**src/rtl/button_debounce.sv**
```systemverilog
// Push-button debouncer: two-flop synchronizer feeding a four-state qualification FSM.
// Emits a registered level, one-cycle press/release pulses and a wrapping press counter.
module button_debounce #(
  parameter int unsigned STABLE_CYCLES = 16,
  parameter int unsigned CNT_WIDTH     = 8
) (
  input  logic       in_clock,
  input  logic       in_reset_n,
  input  logic       in_button,
  output logic       out_level,
  output logic       out_press,
  output logic       out_release,
  output logic [7:0] out_press_count
);

  typedef enum logic [1:0] {
    StLow      = 2'd0,
    StWaitHigh = 2'd1,
    StHigh     = 2'd2,
    StWaitLow  = 2'd3
  } state_e;

  localparam logic [CNT_WIDTH-1:0] CntLast = CNT_WIDTH'(STABLE_CYCLES - 1);

  state_e               state_q, state_d;
  logic [1:0]           sync_q;
  logic [CNT_WIDTH-1:0] cnt_q, cnt_d;
  logic                 level_q, level_d;
  logic                 press_q, press_d;
  logic                 release_q, release_d;
  logic [7:0]           press_count_q, press_count_d;
  logic                 sync;

  assign sync = sync_q[1];

  always_comb begin
    state_d       = state_q;
    cnt_d         = cnt_q;
    level_d       = level_q;
    press_d       = 1'b0;
    release_d     = 1'b0;
    press_count_d = press_count_q;
    unique case (state_q)
      StLow: begin
        if (sync) begin
          state_d = StWaitHigh;
          cnt_d   = '0;
        end
      end
      StWaitHigh: begin
        if (!sync) begin
          state_d = StLow;
        end else if (cnt_q == CntLast) begin
          state_d       = StHigh;
          level_d       = 1'b1;
          press_d       = 1'b1;
          press_count_d = press_count_q + 8'd1;
        end else begin
          cnt_d = cnt_q + CNT_WIDTH'(1);
        end
      end
      StHigh: begin
        if (!sync) begin
          state_d = StWaitLow;
          cnt_d   = '0;
        end
      end
      StWaitLow: begin
        if (sync) begin
          state_d = StHigh;
        end else if (cnt_q == CntLast) begin
          state_d   = StLow;
          level_d   = 1'b0;
          release_d = 1'b1;
        end else begin
          cnt_d = cnt_q + CNT_WIDTH'(1);
        end
      end
      default: begin
        state_d = StLow;
        level_d = 1'b0;
      end
    endcase
  end

  always_ff @(posedge in_clock or negedge in_reset_n) begin
    if (!in_reset_n) begin
      sync_q        <= 2'b00;
      state_q       <= StLow;
      cnt_q         <= '0;
      level_q       <= 1'b0;
      press_q       <= 1'b0;
      release_q     <= 1'b0;
      press_count_q <= 8'd0;
    end else begin
      sync_q        <= {sync_q[0], in_button};
      state_q       <= state_d;
      cnt_q         <= cnt_d;
      level_q       <= level_d;
      press_q       <= press_d;
      release_q     <= release_d;
      press_count_q <= press_count_d;
    end
  end

  assign out_level       = level_q;
  assign out_press       = press_q;
  assign out_release     = release_q;
  assign out_press_count = press_count_q;

endmodule

```
**config.mk**
```make
export PLATFORM = sky130hd
export DESIGN_NAME = button_debounce
export DESIGN_NICKNAME = d
export VERILOG_FILES = /design/src/rtl/button_debounce.sv
export SDC_FILE = /design/constraint.sdc
export NUM_CORES = 1
export LEC_CHECK = 0
export CAP_MARGIN = 15
export CORE_UTILIZATION = 52
export DETAILED_ROUTE_END_ITERATION = 10
export HOLD_SLACK_MARGIN = 0.06
export PLACE_DENSITY_LB_ADDON = 0.3
export SYNTH_ARGS = -nofsm -noshare
export SYNTH_HDL_FRONTEND = slang
export SYNTH_SLANG_ARGS = --single-unit
```
**constraint.sdc**
```tcl
create_clock -name in_clock -period 2.47 [get_ports in_clock]
set_input_delay 0.494 -clock in_clock [delete_from_list [all_inputs] [get_ports in_clock]]
set_output_delay 0.494 -clock in_clock [all_outputs]
set_load 0.03 [all_outputs]
```
==> impl_results.md <==
* Status: complete, no violations
* Area of the multi-input gates at ~470 um2
* Total CTS buffers at 3
* Pleak at 0.5687 nW
* Remaining Overflow, GRT at 0
* Critical Path Sink Type: output port
* Master of the slowest instance on the critical path: clkdlybuf4s50_1
* Rows at 15
* Most frequent cells in the layout: dfrtp_1, clkdlybuf4s50_1, nand3_1, nand2_1, xnor2_1
* Reg2reg end: out_press_count[1]$_DFFE_PN0P_
* Unique cell type count in the Yosys netlist at 27
* DRC viols at 0
* Number of antenna diodes at 0
* First-pass DRT Iterations at 4
* Slowest stage delay, CP at 700 ps
* Final Slew Violations at 0
* Final hold vios at 0
* Initial antenna violation count at 0
* Worst vdd ir at 376.8 uV
* Final worst slack at between 500 and 600 ps
* Top delay family on crit path: buffers and inverters
* CTS H-Tree Depth at 1
* Slew margin rel. at 60.51%
* Area post-placement at 0.001229 mm2
* Critical Path AT at between 1000 and 1500 ps
* Worst-margin pin slew at 587.9 ps
* CTS Buffer Depth at 2
* Dpl hpwl at around 1300 um
* Global-route wire length before repair at just over 3000 um
* Vias per cell at 5.422
* Seq/Total Area, Yosys at approximately 54%
* Die area at 0.002230 mm2
* Global Route Usage Sum at 20.02%
* CTS tree: done
* Largest net degree at the start of global routing at 24
* Die H at about 47 um
* Buf/Inv on CP at 1
* Root Driver: clkbuf_4
* Cell Chain, Critical Path: clkdlybuf4s50_1
* Startpoint types: flip-flop
* Power density over cell area at between 500 and 600 mW/mm2
* Clk_lat worst skew at approximately 300 ps
* Storage cell area at 575.6 um2
* Design Area, Final at between 0.001 and 0.0015 mm2
* Min-delay worst type: flip-flop to flip-flop
* Synth-to-layout area growth at 18.00%
* Syn Inst Count at roughly 90
* Final setup vio count at 0
* Worst r2r path cells at 3
* Reg-to-reg critical path startpoint: cnt_q[5]$_DFFE_PN0P_
* Max Cap Viol at 0
* Die W at roughly 47 um
* Hold path depth at 0
* Commonest non-fill, non-tap cell in the layout: dfrtp_1
* Clk_skew at 3.117 ps
* DRT iter0 DRCs at 7
* Aggregate routed wire length at ~1800 um
* Share of cells above drive strength 1 at about 13%
* Register bit total from synthesis at 23
* Starting density of the core at between 50% and 60%
* Antenna viol nets, final at 0
* Hold path start: sync_q[0]$_DFF_PN0_
* Cell Area, Synth at 0.001064 mm2
* PortBufs at 13
* Ys Warns at 0
* Filler cells at between 150 and 200
* Core area at roughly 0.0018 mm2
* WHS Endpoint: sync_q[1]$_DFF_PN0_
* Minimum clock period at around 1900 ps
* Crit Path Class: flip-flop to output port
* Max Clk Rate at just over 0.5 GHz
* RSZ-0062 raised after global routing: no
* Cts repair resizes at 0
* Slack of the worst reg-to-reg path at ~540 ps
* Syn avg cell area at around 12 um2
* Post-route setup TNS at 0 ps
* CTS Sinks at 23
* Routed len/inst at 13.34 um
* Hold_ws at just under 400 ps
* I/O pin count at 14
* Hold Buf Count CTS at 0
* CP max FO at 5
* GP Congestion at between 0.8 and 0.9
* Setup bufs post-CTS at 0
* Syn Nets at 97
* Fin nets at roughly 120
* Tcrit/Tclk final at 78.36%
* Via count at between 700 and 800
* Pre-CTS WS at 577.5 ps
* Vias in the first global route at 679
* Clk pin slew, worst setup/hold paths at around 120 ps
* Worst Path Required at around 2000 ps
layout make-up:
| class | instances | share of cell area, % |
|---|---|---|
| Inverter | 2 | 0.5982 |
| Sequential cell | 23 | 45.86 |
| Timing Repair Buffer | 15 | 11.57 |
| Clock buffer | 4 | 2.094 |
| Tap cell | 25 | 2.493 |
| Multi-Input combinational cell | 66 | 37.39 |
how the worst max path moves through the flow:
stage | start | to | slack, ps | cells past startpoint
finish | out_press_count[2]$_DFFE_PN0P_ | out_press_count[2] | 530 | 1
global route | cnt_q[0]$_DFFE_PN0P_ | out_press_count[7]$_DFFE_PN0P_ | 440 | 5
CTS | out_press_count[2]$_DFFE_PN0P_ | out_press_count[2] | 520 | 1
detailed placement | cnt_q[5]$_DFFE_PN0P_ | out_press_count[1]$_DFFE_PN0P_ | 580 | 3
global placement | cnt_q[5]$_DFFE_PN0P_ | out_press_count[1]$_DFFE_PN0P_ | 630 | 3
floorplan | cnt_q[5]$_DFFE_PN0P_ | out_press_count[1]$_DFFE_PN0P_ | 730 | 3
logic make-up after synthesis:
group | count (synthesis) | share of synthesized area, %
and+or+nand+nor | 39 | 21.65
DFF | 23 | 54.12
AOI/OAI and AO/OA | 10 | 6.706
xor gates and xnor gates | 10 | 8.236
muxes | 5 | 5.176
buffers and inverters | 3 | 1.765
adders and majority gates | 2 | 2.353
metrics by stage:
step,cells,utilization (%),power [mW]
floorplan,92,-,0.4544
global placement,131,67.49,0.4744
detailed placement,131,67.49,0.4763
CTS,135,68.93,0.6437
global route,135,68.93,0.6711
finish,135,68.93,0.6346
cell usage after synthesis:
cell type  instances  area share (%)
o21ai_0            3             1.4
o31ai_1            1            0.71
a21oi_1            1            0.47
nor2b_1            1            0.59
and2_1             2             1.2
and3_1             2             1.2
mux2i_1            1            0.94
a21o_1             1            0.71
nand2b_4           1             1.3
dfrtp_1           23              54
nand2_1           10             3.5
and4_1             1            0.82
nor3_1             3             1.4
xnor2_1            7             5.8
inv_1              2            0.71
nor2_1             2            0.71
mux2_2             4             4.2
or3_4              1             1.1
or2b_2             1            0.82
buf_6              1             1.1
ha_1               2             2.4
a22o_2             1            0.94
xor2_1             3             2.5
nor4_4             1             2.0
nand3_1           10             4.7
a22o_1             3             2.5
nand4_1            4             2.4
power breakdown:
part	switching, mW	internal, mW	total [mW]
registers	0.0224	0.393	0.415
clock network	0.104	0.0630	0.167
logic	0.0265	0.0263	0.0528
total	0.153	0.482	0.635
sequential cells by signal, summed over array words and instances (netlist names), named ones only:
signal / cells
out_press_count: 8
out_release: 1
out_press: 1
sync_q: 2
out_level: 1
cnt_q: 8
state_q: 1
routing by layer:
| metal | part of all wire (%) | wire length (um) | track usage (%) |
|---|---|---|---|
| met4 | 1.4 | 25 | 6.286 |
| met1 | 47 | 842 | 25.92 |
| met3 | 4.1 | 73 | 7.308 |
| met2 | 48 | 860 | 31.23 |
| met5 | 0 | 0 | 0 |
Note: power is estimated with default switching activity, not from simulation.
